<file path="src/rtl/keypad_pkg.sv">
// Shared definitions for the 4x4 matrix keypad blocks (emulator, scanner,
// password FSM): row/col width, idle row pattern, key-code field positions
// and the emulator FSM state type.
package keypad_pkg;

  // Row and column buses are both 4 lines wide on a 4x4 matrix.
  localparam int KP_W = 4;

  // All row lines released (active-low bus, no key pressed).
  localparam logic [KP_W-1:0] ROW_IDLE = 4'b1111;

  // Key-code field positions: [3:2] selects the row, [1:0] the column.
  localparam int ROW_IDX_HI = 3;
  localparam int ROW_IDX_LO = 2;
  localparam int COL_IDX_HI = 1;
  localparam int COL_IDX_LO = 0;

  // Emulator press sequence.
  typedef enum logic [1:0] {
    ST_IDLE    = 2'd0,
    ST_BOUNCE  = 2'd1,
    ST_HOLD    = 2'd2,
    ST_RELEASE = 2'd3
  } kp_state_e;

  // Active-low row pattern with only the selected row line pulled low.
  function automatic logic [KP_W-1:0] row_pull(input logic [1:0] row_idx);
    return ROW_IDLE & ~(4'b0001 << row_idx);
  endfunction

endpackage

</file>
<file path="src/rtl/keypad_emulator.sv">
// Physical 4x4 keypad model. A host requests a key press by code; while the
// key is held, the row line of that key is pulled low whenever the scanner
// drives the key's column low. Each press runs an optional chatter phase, a
// hold phase and a guaranteed release gap before the next request is taken.
module keypad_emulator
  import keypad_pkg::*;
#(
  parameter int HOLD_CYCLES    = 60,
  parameter int RELEASE_CYCLES = 40,
  parameter int BOUNCE_CYCLES  = 0
) (
  input  logic            clk,
  input  logic            rst_n,
  input  logic [KP_W-1:0] key_code,
  input  logic            key_req,
  output logic            key_ready,
  input  logic [KP_W-1:0] col,
  output logic [KP_W-1:0] row,
  output logic            busy,
  output logic            done
);

  // One counter serves every phase, so it is sized for the longest one.
  localparam int MAX_HR = (HOLD_CYCLES > RELEASE_CYCLES) ? HOLD_CYCLES : RELEASE_CYCLES;
  localparam int MAX_P  = (MAX_HR > BOUNCE_CYCLES) ? MAX_HR : BOUNCE_CYCLES;
  localparam int CNT_W  = $clog2(MAX_P) + 1;

  localparam logic [CNT_W-1:0] CNT_ZERO     = CNT_W'(0);
  localparam logic [CNT_W-1:0] CNT_ONE      = CNT_W'(1);
  localparam logic [CNT_W-1:0] HOLD_LAST    = CNT_W'(HOLD_CYCLES - 1);
  localparam logic [CNT_W-1:0] RELEASE_LAST = CNT_W'(RELEASE_CYCLES - 1);
  localparam logic [CNT_W-1:0] BOUNCE_LAST  =
    CNT_W'((BOUNCE_CYCLES > 0) ? (BOUNCE_CYCLES - 1) : 0);

  kp_state_e        state_r;
  logic [CNT_W-1:0] cnt_r;
  logic [KP_W-1:0]  code_r;
  logic             pressed_r;
  logic             key_ready_r;
  logic             busy_r;
  logic             done_r;
  logic [KP_W-1:0]  row_r;
  logic [KP_W-1:0]  row_next_s;

  // Press sequencer: phase state, phase counter, latched code, contact state
  // and the registered handshake outputs.
  always_ff @(posedge clk or negedge rst_n) begin
    if (!rst_n) begin
      state_r     <= ST_IDLE;
      cnt_r       <= CNT_ZERO;
      code_r      <= 4'b0000;
      pressed_r   <= 1'b0;
      key_ready_r <= 1'b1;
      busy_r      <= 1'b0;
      done_r      <= 1'b0;
    end else begin
      done_r <= 1'b0;
      case (state_r)
        ST_IDLE: begin
          if (key_req && key_ready_r) begin
            code_r      <= key_code;
            cnt_r       <= CNT_ZERO;
            pressed_r   <= 1'b1;
            key_ready_r <= 1'b0;
            busy_r      <= 1'b1;
            state_r     <= (BOUNCE_CYCLES > 0) ? ST_BOUNCE : ST_HOLD;
          end else begin
            pressed_r   <= 1'b0;
            key_ready_r <= 1'b1;
            busy_r      <= 1'b0;
          end
        end
        ST_BOUNCE: begin
          // Chatter: contact alternates every cycle, first cycle closed.
          if (cnt_r == BOUNCE_LAST) begin
            cnt_r     <= CNT_ZERO;
            pressed_r <= 1'b1;
            state_r   <= ST_HOLD;
          end else begin
            cnt_r     <= cnt_r + CNT_ONE;
            pressed_r <= ~pressed_r;
          end
        end
        ST_HOLD: begin
          if (cnt_r == HOLD_LAST) begin
            cnt_r     <= CNT_ZERO;
            pressed_r <= 1'b0;
            state_r   <= ST_RELEASE;
          end else begin
            cnt_r     <= cnt_r + CNT_ONE;
            pressed_r <= 1'b1;
          end
        end
        ST_RELEASE: begin
          if (cnt_r == RELEASE_LAST) begin
            cnt_r       <= CNT_ZERO;
            key_ready_r <= 1'b1;
            busy_r      <= 1'b0;
            done_r      <= 1'b1;
            state_r     <= ST_IDLE;
          end else begin
            cnt_r     <= cnt_r + CNT_ONE;
            pressed_r <= 1'b0;
          end
        end
        default: begin
          state_r     <= ST_IDLE;
          cnt_r       <= CNT_ZERO;
          pressed_r   <= 1'b0;
          key_ready_r <= 1'b1;
          busy_r      <= 1'b0;
        end
      endcase
    end
  end

  // Row decode: only the column selected by the latched code is examined,
  // so extra low columns from the scanner do not matter.
  always_comb begin
    row_next_s = ROW_IDLE;
    if (pressed_r && (col[code_r[COL_IDX_HI:COL_IDX_LO]] == 1'b0)) begin
      row_next_s = row_pull(code_r[ROW_IDX_HI:ROW_IDX_LO]);
    end else begin
      row_next_s = ROW_IDLE;
    end
  end

  // Row register: follows a column change one cycle later; reset releases
  // the row lines immediately.
  always_ff @(posedge clk or negedge rst_n) begin
    if (!rst_n) begin
      row_r <= ROW_IDLE;
    end else begin
      row_r <= row_next_s;
    end
  end

  assign row       = row_r;
  assign key_ready = key_ready_r;
  assign busy      = busy_r;
  assign done      = done_r;

endmodule

</file>
<file path="config.mk">
export PLATFORM = sky130hd
export DESIGN_NAME = keypad_emulator
export DESIGN_NICKNAME = d
export VERILOG_FILES = /design/src/rtl/keypad_pkg.sv /design/src/rtl/keypad_emulator.sv
export SDC_FILE = /design/constraint.sdc
export NUM_CORES = 1
export LEC_CHECK = 0
export BUFFER_PORTS_ARGS = -buffer_cell sky130_fd_sc_hd__buf_2
export CAP_MARGIN = 10
export CORE_UTILIZATION = 58
export CTS_BUF_LIST = sky130_fd_sc_hd__clkbuf_16
export CTS_CLUSTER_DIAMETER = 80
export DETAILED_ROUTE_END_ITERATION = 7
export MAX_ROUTING_LAYER = met4
export PLACE_DENSITY_LB_ADDON = 0.2
export SLEW_MARGIN = 20
export SYNTH_ARGS = -nofsm -noshare
export SYNTH_HDL_FRONTEND = slang
export SYNTH_SLANG_ARGS = --single-unit
export TNS_END_PERCENT = 5
</file>
<file path="constraint.sdc">
create_clock -name clk -period 3.6 [get_ports clk]
set_input_delay 0 -clock clk [delete_from_list [all_inputs] [get_ports clk]]
set_output_delay 0 -clock clk [all_outputs]
set_load 0.02 [all_outputs]
</file>
==> flow_summary_export.csv, run 1 <==
group,metric,value,unit
grt,grt_pass1_wl,3477,µm
clocking,clkSinkCount,21,
floorplan,die_w,45.42,µm
place,gp_congestion,0.8179,
final_layout,drive_above_1_share,0.3226,
clocking,h-tree-depth,1,
grt,globalRoute.totalOverflow,0,
logic_synthesis,synthCells,104,
floorplan,die_y,45.42,µm
sta,max_freq,582.4,MHz
sta,drv_slew,0,
route,dr.pass1.iters,4,
route,routed_wl,2121,µm
clocking,cts_tree,"done",
clocking,cts.path.max_buffers,2,
critical_path,cp_max_fo,5,
run_status,outcome,"finished clean",
critical_path,cp.arrival,1.85,ns
place,port_buffers,17,
critical_path,start_kind,"register",
critical_path,end_kind,"register",
logic_synthesis,synthDistinctLibCells,38,
logic_synthesis,yosysSeqAreaShare,0.4863,
route,avgRoutedWirePerCell,14.23,µm
final_layout,num-fill-cells,119,
final_layout,nets,138,
logic_synthesis,synth-seq-cells,21,
clocking,cts_setup_buffers,0,
route,vias_per_cell,5.745,
sta,finalHoldViolations,0,
sta,skew,0.001955,ns
logic_synthesis,yosys_warnings,0,
clocking,cts_buffers,3,
route,drtIter0Drc,19,
clocking,cts-root-buf,"clkbuf_16",
pwr,power_density,735.6,nW/µm²
floorplan,start_util,0.6265,
clocking,clkLatencyLatePin,0.25,ns
sta,fin_crit,1.717,ns
final_layout,areaGrowthSynthToFinish,19.34,%
grt,grt_max_degree,22,
grt,antenna_found_initial,0,
clocking,cts_resized,0,
critical_path,critical_path_class,"register to register",
hold_path,holdCritPathClass,"primary input to register",
job,max_cap_viol_count,0,
sta,setup_viol,0,
route,drc,0,
logic_synthesis,syn-num-nets,117,
pwr,p_total,0.9599,mW
floorplan,io_pins,18,
place,place_hpwl,1376,µm
sta,grt_setup_unrepaired,"false",
critical_path,worstPathRequired,3.73,ns
pwr,irDropWorstVdd,0.0005701,V
sta,slew_headroom,0.6950,
clocking,holdBufCountCts,5,
logic_synthesis,syn_avg_cell_area,10.51,µm²
floorplan,rows,15,
route,vias,856,
pwr,p_leak,0.5745,nW
sta,worst_pin_slew,0.4576,ns
sta,fin_setup_tns,0,ns
final_layout,antenna_cells,0,
floorplan,dieArea,2063,µm²
logic_synthesis,syn_area,1094,µm²
clocking,clkTransAtPathRegs,0.06,ns
route,drtAntennaViolNets,0,
grt,gr-usage-all-layers,0.2424,
floorplan,core-area,1745,µm²
sta,post-route-period-util,0.4770,
grt,grt_pass1_vias,776,
[worst max-delay path: stages, from the launching register on]
cell,delay [ns]
dfrtp_1,0.40
ha_1,0.28
and3_4,0.22
nand4_1,0.16
clkinv_1,0.12
a2111o_1,0.42
[layout make-up]
class	count	area, µm²	area share
clock inverter	1	5.005	0.003835
tap	25	31.28	0.02397
sequential	21	531.8	0.4075
timing repair buffer	22	135.1	0.1035
clock buffer	3	75.07	0.05753
inverter	7	26.28	0.02013
multi-input combinational	70	500.5	0.3835
[path summary, 6_finish.rpt]
check                      startpoint        end  slack, ns  cells after the start
hold reg to reg             code_r[2]     row[1]       0.46                      1
hold / removal                key_req   cnt_r[2]       0.12                      4
min in group asynchronous       rst_n   cnt_r[5]       0.24                      2
setup reg to reg             cnt_r[0]  pressed_r       1.88                      5
setup / recovery             cnt_r[0]  pressed_r       1.88                      5
max in group asynchronous       rst_n  key_ready       3.02                      2
[Yosys cell counts, drive strengths merged]
cell type	n	area, µm²
nor4	1	6.260
a21oi	8	47.55
ha	2	25.02
nor2b	2	12.51
o22ai	1	6.260
o21ai	4	20.02
nor3b	1	12.51
mux2	4	45.04
o21bai	1	7.510
inv	6	22.52
nand2	13	48.80
dfrtp	16	400.4
or2	1	6.260
nor3	2	32.53
xor2	1	8.760
o32ai	1	8.760
nand3b	1	7.510
a31oi	2	12.51
and2	1	6.260
nand3	5	25.02
o311a	2	31.28
buf	6	35.03
and3	2	17.52
nor2	6	22.52
a2111o	1	11.26
mux4	1	22.52
clkinv	1	3.750
o31ai	1	7.510
xnor2	1	8.760
dfstp	5	131.4
nand2b	2	12.51
a31o	1	8.760
nand4	2	18.77
[cells in the final DEF, fill, tap and decap left out, drive strengths merged, types with 3 or more instances in the layout]
cell,Yosys,routed
buf,6,17
dfrtp,16,16
nand2,13,13
a21oi,8,8
inv,6,6
nor2,6,6
nand3,5,5
dlygate4sd3,0,5
dfstp,5,5
mux2,4,4
o21ai,4,4
clkbuf,0,3
[sequential cells by signal, summed over array words and instances (netlist names)]
name and cells:
busy 1, pressed_r 1, key_ready 1, code_r 4, cnt_r 7, row 4, done 1, state_r 2
[kinds of logic (layout without fill, tap and decap cells)]
logic type / count (synthesis) / in the layout / share of synthesized area
flip-flops: 21 / 21 / 0.4863
multiplexers: 5 / 5 / 0.06178
buffers and inverters: 13 / 33 / 0.05606
AO/OA/AOI/OAI: 22 / 22 / 0.1476
AND/OR/NAND/NOR: 39 / 39 / 0.2094
XOR/XNOR: 2 / 2 / 0.01602
adder cells (fa/ha/maj): 2 / 2 / 0.02288
[power breakdown]
| group | internal (mW) | switching (mW) | total, mW |
|---|---|---|---|
| sequential | 0.323 | 0.103 | 0.426 |
| combinational | 0.138 | 0.163 | 0.301 |
| clock | 0.149 | 0.0840 | 0.233 |
| total | 0.610 | 0.350 | 0.960 |
[stage by stage]
| step | hold slack, ns | setup WS, ns | cell area, µm² | util | cells |
|---|---|---|---|---|---|
| 6_report | 0.1201 | 1.883 | 1305 | 0.7477 | 149 |
| 5_1_grt | 0.1596 | 1.799 | 1305 | 0.7477 | 149 |
| 4_1_cts | 0.1209 | 1.905 | 1305 | 0.7477 | 149 |
| 3_5_place_dp | -0.02235 | 1.924 | 1175 | 0.6731 | 140 |
| 3_3_place_gp | -0.03020 | 1.944 | 1175 | 0.6731 | 140 |
| 2_1_floorplan | -0.2956 | 2.062 | 1094 | - | 104 |
[per-layer routing]
metal	GRT usage	part of all wire	up-vias
li1	-	-	404
met1	0.3307	0.46	421
met2	0.3657	0.49	26
met3	0.03968	0.041	5
met4	0.08485	0.0099	0
met5	-	0	-
Note: power is estimated with default switching activity, not from simulation.
==> run 2: changes to the inputs <==
--- a/config.mk
+++ b/config.mk
@@ -5,9 +5,10 @@
 export SDC_FILE = /design/constraint.sdc
 export NUM_CORES = 1
 export LEC_CHECK = 0
+export ABC_AREA = 1
 export BUFFER_PORTS_ARGS = -buffer_cell sky130_fd_sc_hd__buf_2
 export CAP_MARGIN = 10
-export CORE_UTILIZATION = 58
+export CORE_UTILIZATION = 55
 export CTS_BUF_LIST = sky130_fd_sc_hd__clkbuf_16
 export CTS_CLUSTER_DIAMETER = 80
 export DETAILED_ROUTE_END_ITERATION = 7
==> constraint.sdc (replaced) <==
create_clock -name clk -period 1.8 [get_ports clk]
set_input_delay 0 -clock clk [delete_from_list [all_inputs] [get_ports clk]]
set_output_delay 0 -clock clk [all_outputs]
set_load 0.02 [all_outputs]
==> flow_summary_export.csv, run 2 <==
group,metric,value,unit
run_status,outcome,"finished clean",
grt,globalRouteMet1Util,0.3294,
final_layout,largest_register_ffs,7,
logic_synthesis,syn-num-nets,162,
clocking,cts-root-buf,"clkbuf_16",
route,vias,1063,
critical_path,worstPathRequired,1.94,ns
grt,grt_pass1_vias,913,
sta,setup_viol,0,
route,drtAntennaViolNets,0,
logic_synthesis,synth_most_common_cell,"nand2_1",
clocking,clkTransAtPathRegs,0.06,ns
final_layout,areaGrowthSynthToFinish,21.65,%
route,dr.pass1.iters,4,
sta,post-route-period-util,0.8209,
clocking,clkSinkCount,21,
pwr,power_density,1646,nW/µm²
final_layout,multi_input_area,541.8,µm²
logic_synthesis,syn_area,1150,µm²
final_layout,regArea,531.8,µm²
job,max_cap_viol_count,0,
pwr,p_total,2.302,mW
grt,gr-usage-all-layers,0.2522,
clocking,cts.path.max_buffers,2,
clocking,h-tree-depth,1,
critical_path,start_kind,"register",
route,avgRoutedWirePerCell,12.53,µm
pwr,irDropWorstVdd,0.001258,V
final_layout,antenna_cells,0,
grt,grt.met3_usage,0.06038,
final_layout,final_cell_mix,"nand2_1, nand3_1, buf_2, dfrtp_1, inv_1",
route,vias_per_cell,5.262,
sta,max_freq,676.8,MHz
critical_path,critical_path_class,"register to register",
critical_path,end_kind,"register",
floorplan,io_pins,18,
sta,drv_slew,0,
floorplan,dieArea,2278,µm²
final_layout,final_core_util,0.7130,
critical_path,cp_max_fo,5,
logic_synthesis,yosys_warnings,0,
floorplan,die_y,47.73,µm
place,place_hpwl,1875,µm
logic_synthesis,synth_top_area_share,0.3482,
logic_synthesis,synthArstFlopShare,1.000,
critical_path,crit_top_cell,"nand2_1",
sta,skew,0.004414,ns
route,routed_wl,2531,µm
sta,fin_setup_tns,0,ns
grt,grt_busiest_layer,"met2",
grt,globalRoute.totalOverflow,0,
place,gp_congestion,0.8760,
grt,antenna_found_initial,0,
logic_synthesis,synth-seq-cells,21,
grt,grt_util_met2,0.4081,
final_layout,final_common_cell,"nand2_1",
logic_synthesis,synth-edff-count,0,
clocking,cts_tree,"done",
floorplan,start_util,0.5861,
floorplan,core-area,1962,µm²
place,port_buffers,17,
final_layout,nets,189,
route,drtIter0Drc,51,
pwr,p_leak,0.7047,nW
critical_path,cp_slowest_cell,"dfrtp_1",
sta,grt_setup_unrepaired,"false",
critical_path,cp.arrival,1.61,ns
logic_synthesis,synthDistinctLibCells,20,
final_layout,num-fill-cells,164,
floorplan,die_w,47.73,µm
floorplan,rows,16,
logic_synthesis,ys_top_cells_by_area,"dfrtp_1, nand2_1, dfstp_2, nand3_1, inv_1",
place,dp_cells,193,
final_layout,final_cells,202,
final_layout,top_register,"cnt_r",
clocking,clkLatencyLatePin,0.25,ns
logic_synthesis,yosysSeqAreaShare,0.4625,
hold_path,holdCritPathClass,"primary input to register",
critical_path,slowest_delay,0.42,ns
critical_path,path_buf_inv,1,
logic_synthesis,ys_top_cells_by_count,"nand2_1, nand3_1, dfrtp_1",
grt,grt_max_degree,22,
logic_synthesis,syn_avg_cell_area,7.717,µm²
sta,slew_headroom,0.6846,
sta,worst_pin_slew,0.4731,ns
sta,fin_crit,1.478,ns
clocking,cts_resized,0,
logic_synthesis,ys_dominant_reg_cell,"dfrtp_1",
final_layout,drive_above_1_share,0.2629,
route,drc,0,
clocking,cts_buffers,3,
grt,grt_pass1_wl,3850,µm
critical_path,cpLargestDelayFamily,"simple AND/OR/NAND/NOR gates",
sta,finalHoldViolations,0,
critical_path,crit_chain,"ha_1, nand2_2, clkinv_2, nand3_2, nand2_1, nand3_2, nand2_1, nand2_1",
logic_synthesis,yosysTopAreaCell,"dfrtp_1",
logic_synthesis,synthCells,149,
[run 2: cell types whose count changed in the layout (fill, tap and decap cells not counted), moves of 3 or more]
cell / change
nand4_1: +4
o21ai_0: +4
inv_1: +9
nand2_2: +3
nor2_1: +5
nand2_1: +33
mux2_2: -4
a21oi_1: -4
o21ai_1: -4
inv_2: +4
nand3_2: +3
nand3_1: +13
nor2_2: +7
[run 2: cell families (layout without fill, tap and decap cells)]
family	after synthesis	after routing	synth area share
AND/OR/NAND/NOR	95	95	0.3917
flip-flops	21	21	0.4625
buffers and inverters	20	46	0.06637
AO/OA/AOI/OAI	11	11	0.05768
adder cells (fa/ha/maj)	2	2	0.02176
[run 2: worst min-delay path: stages]
cell and delay [ns]:
buf_2 0.08, nand2_1 0.04, nand3_1 0.06, a21boi_1 0.10
nand2_1 0.06
[run 2: repair_timing]
action | in CTS | in global routing
hold buffers | 5 | 0
hold endpoints to repair | 20 | 0
setup buffers | 0 | 0
[run 2: cell type report]
| class | instances | area share |
|---|---|---|
| multi-input combinational | 108 | 0.3873 |
| clock buffer | 3 | 0.05367 |
| tap | 27 | 0.02415 |
| sequential | 21 | 0.3801 |
| inverter | 20 | 0.05456 |
| clock inverter | 1 | 0.003578 |
| timing repair buffer | 22 | 0.09660 |
[run 2: where the power goes]
group	switching, mW	internal [mW]
Sequential	0.224	0.698
Combinational	0.581	0.340
Clock	0.160	0.298
[run 2: metal layers]
layer,part of all wire,vias to the layer above
li1,-,529
met1,0.45,510
met2,0.51,20
met3,0.033,4
met4,0.0071,0
met5,0,-
[run 2: worst paths after layout]
check / start / slack (ns) / endpoint / depth (start not counted)
setup / recovery: cnt_r[1] / 0.32 / cnt_r[5] / 8
hold / removal: col[2] / 0.12 / row[0] / 5
setup reg to reg: cnt_r[1] / 0.32 / cnt_r[5] / 8
hold reg to reg: code_r[2] / 0.45 / row[3] / 1
max in group asynchronous: rst_n / 1.21 / key_ready / 2
min in group asynchronous: rst_n / 0.24 / cnt_r[2] / 2
[run 2: through the flow]
| step | hold WS, ns | setup slack [ns] | area (µm²) |
|---|---|---|---|
| after global placement | -0.02667 | 0.4109 | 1269 |
| after floorplan | -0.2956 | 0.4974 | 1150 |
| after detailed placement | -0.01944 | 0.3612 | 1269 |
| after CTS | 0.1268 | 0.3380 | 1399 |
| after global routing | 0.1723 | 0.1707 | 1399 |
| final | 0.1194 | 0.3224 | 1399 |
==> run 3: changes to the inputs <==
==> constraint.sdc (replaced) <==
create_clock -name clk -period 1.4 [get_ports clk]
set_input_delay 0 -clock clk [delete_from_list [all_inputs] [get_ports clk]]
set_output_delay 0 -clock clk [all_outputs]
set_load 0.02 [all_outputs]
==> flow_summary_export.csv, run 3 (synthesized netlist as in run 2, its figures left out) <==
group,metric,value,unit
clocking,h-tree-depth,1,
place,place_ws,-0.04853,ns
clocking,cts.path.max_buffers,2,
floorplan,core-area,1962,µm²
pwr,p_comb_frac,0.439,
floorplan,die_y,47.73,µm
run_status,failed_checks,"setup timing",
route,drtAntennaViolNets,0,
route,routed_wl,2884,µm
grt,grt_pass1_wl,4167,µm
final_layout,antenna_cells,0,
critical_path,end_kind,"register",
job,max_cap_viol_count,0,
place,dp_cells,195,
clocking,cts_tree,"done",
pwr,power_density,2155,nW/µm²
pwr,p_leak,0.7286,nW
sta,drv_slew,0,
place,gp_congestion,0.8995,
final_layout,nets,194,
place,placed_cell_area,1284,µm²
grt,gr-usage-all-layers,0.2772,
final_layout,stdcell_area,1469,µm²
sta,skew,0.001717,ns
sta,fin_crit,1.402,ns
clocking,clkTransAtPathRegs,0.06,ns
pwr,clock_power_share,0.188,
route,vias,1126,
grt,grt_busiest_layer,"met2",
critical_path,cpLargestDelayFamily,"flip-flops",
sta,whs,0.1257,ns
sta,finalHoldViolations,0,
clocking,clkLatencyLatePin,0.25,ns
grt,grt_max_degree,22,
pwr,p_total,3.166,mW
critical_path,cp_max_fo,4,
sta,setup_viol,2,
hold_path,whs_path_depth,5,
route,vias_per_cell,5.440,
place,place_hpwl,1872,µm
pwr,p_sw,1.363,mW
sta,max_freq,713.2,MHz
sta,slew_headroom,0.6910,
pwr,irDropWorstVdd,0.001311,V
clocking,clkSinkCount,21,
pwr,swShare,0.4306,
critical_path,critical_path_class,"register to register",
clocking,cts_buffers,3,
grt,globalRoute.totalOverflow,0,
route,avgRoutedWirePerCell,13.93,µm
clocking,cts-root-buf,"clkbuf_16",
sta,fin_setup_tns,-0.002966,ns
sta,worst_pin_slew,0.4635,ns
sta,post-route-period-util,1.001,
critical_path,worst-path-stages,7,
final_layout,final_core_util,0.7487,
final_layout,drive_above_1_share,0.3111,
final_layout,top_register,"cnt_r",
grt,grt_util_met2,0.4270,
pwr,p_seq_frac,0.373,
floorplan,dieArea,2278,µm²
floorplan,rows,16,
route,drc,0,
final_layout,largest_register_ffs,7,
final_layout,final_common_cell,"nand2_1",
final_layout,final_cells,207,
critical_path,path_buf_inv,1,
critical_path,cp_slowest_cell,"dfrtp_1",
final_layout,areaGrowthSynthToFinish,27.75,%
final_layout,final_cell_mix,"nand2_1, nand3_1, buf_2, dfrtp_1, inv_1",
grt,globalRouteMet1Util,0.3451,
critical_path,cp.arrival,1.53,ns
critical_path,crit_chain,"ha_2, nand2_2, inv_4, nand3_4, nand2_1, nand2_1, o21bai_1",
grt,antenna_found_initial,0,
sta,grt_setup_unrepaired,"true",
run_status,outcome,"finished, violations left",
floorplan,start_util,0.5861,
hold_path,holdCritPathClass,"primary input to register",
critical_path,crit_top_cell,"nand2_1",
grt,grt_pass1_vias,953,
critical_path,slowest_delay,0.41,ns
grt,grt.met3_usage,0.05283,
pwr,p_int,1.803,mW
critical_path,r2r_cells,7,
place,port_buffers,17,
route,drtIter0Drc,48,
floorplan,die_w,47.73,µm
critical_path,worstPathRequired,1.53,ns
route,dr.pass1.iters,4,
floorplan,io_pins,18,
sta,fin_ws,-0.002060,ns
critical_path,start_kind,"register",
## run 3: repair_timing
| action | CTS | global route |
|---|---|---|
| pin swaps | 0 | 5 |
| hold endpoints to repair | 20 | 0 |
| gates cloned | 0 | 0 |
| setup endpoints to repair | 5 | 10 |
| setup buffers | 2 | 1 |
| hold buffers | 5 | 0 |
| gates resized for setup | 1 | 8 |
## run 3: area by class of cell
type / count / area [µm²]
clock buffers: 3 / 75.07
repair buffers: 27 / 176.4
multi-input cells: 108 / 569.3
fillers: 145 / 493.0
flip-flops and latches: 21 / 531.8
inverters: 20 / 77.57
clock inverters: 1 / 5.005
well taps: 27 / 33.78
## run 3: final timing paths
| kind | to | slack [ns] | start |
|---|---|---|---|
| worst max-delay path | state_r[1] | -0.002 | cnt_r[0] |
| worst min-delay path | row[0] | 0.13 | col[2] |
| worst max register to register | state_r[1] | -0.002 | cnt_r[0] |
| worst min register to register | row[3] | 0.45 | code_r[2] |
| max in group asynchronous | row[2] | 0.82 | rst_n |
| min in group asynchronous | cnt_r[3] | 0.23 | rst_n |
## run 3: power groups by stage
stage          Clock [mW]  Sequential, mW  Combinational, mW
6_report            0.596            1.18               1.39
5_1_grt             0.631            1.22               1.55
4_1_cts             0.607            1.17               1.27
3_5_place_dp            0            1.18               1.19
3_3_place_gp            0            1.16               1.16
2_1_floorplan           0            1.21              0.824
## run 3: layer usage
metal / up-vias / share of wire
met5: - / 0
met4: 0 / 0.032
met3: 14 / 0.067
met2: 55 / 0.48
met1: 516 / 0.42
li1: 541 / -
## run 3: worst reg2reg max path, cell delays in order, from the launching register on
cell and delay [ns]:
dfrtp_1 0.41, ha_2 0.24, nand2_2 0.09, inv_4 0.10, nand3_4 0.08, nand2_1 0.13
nand2_1 0.08, o21bai_1 0.15
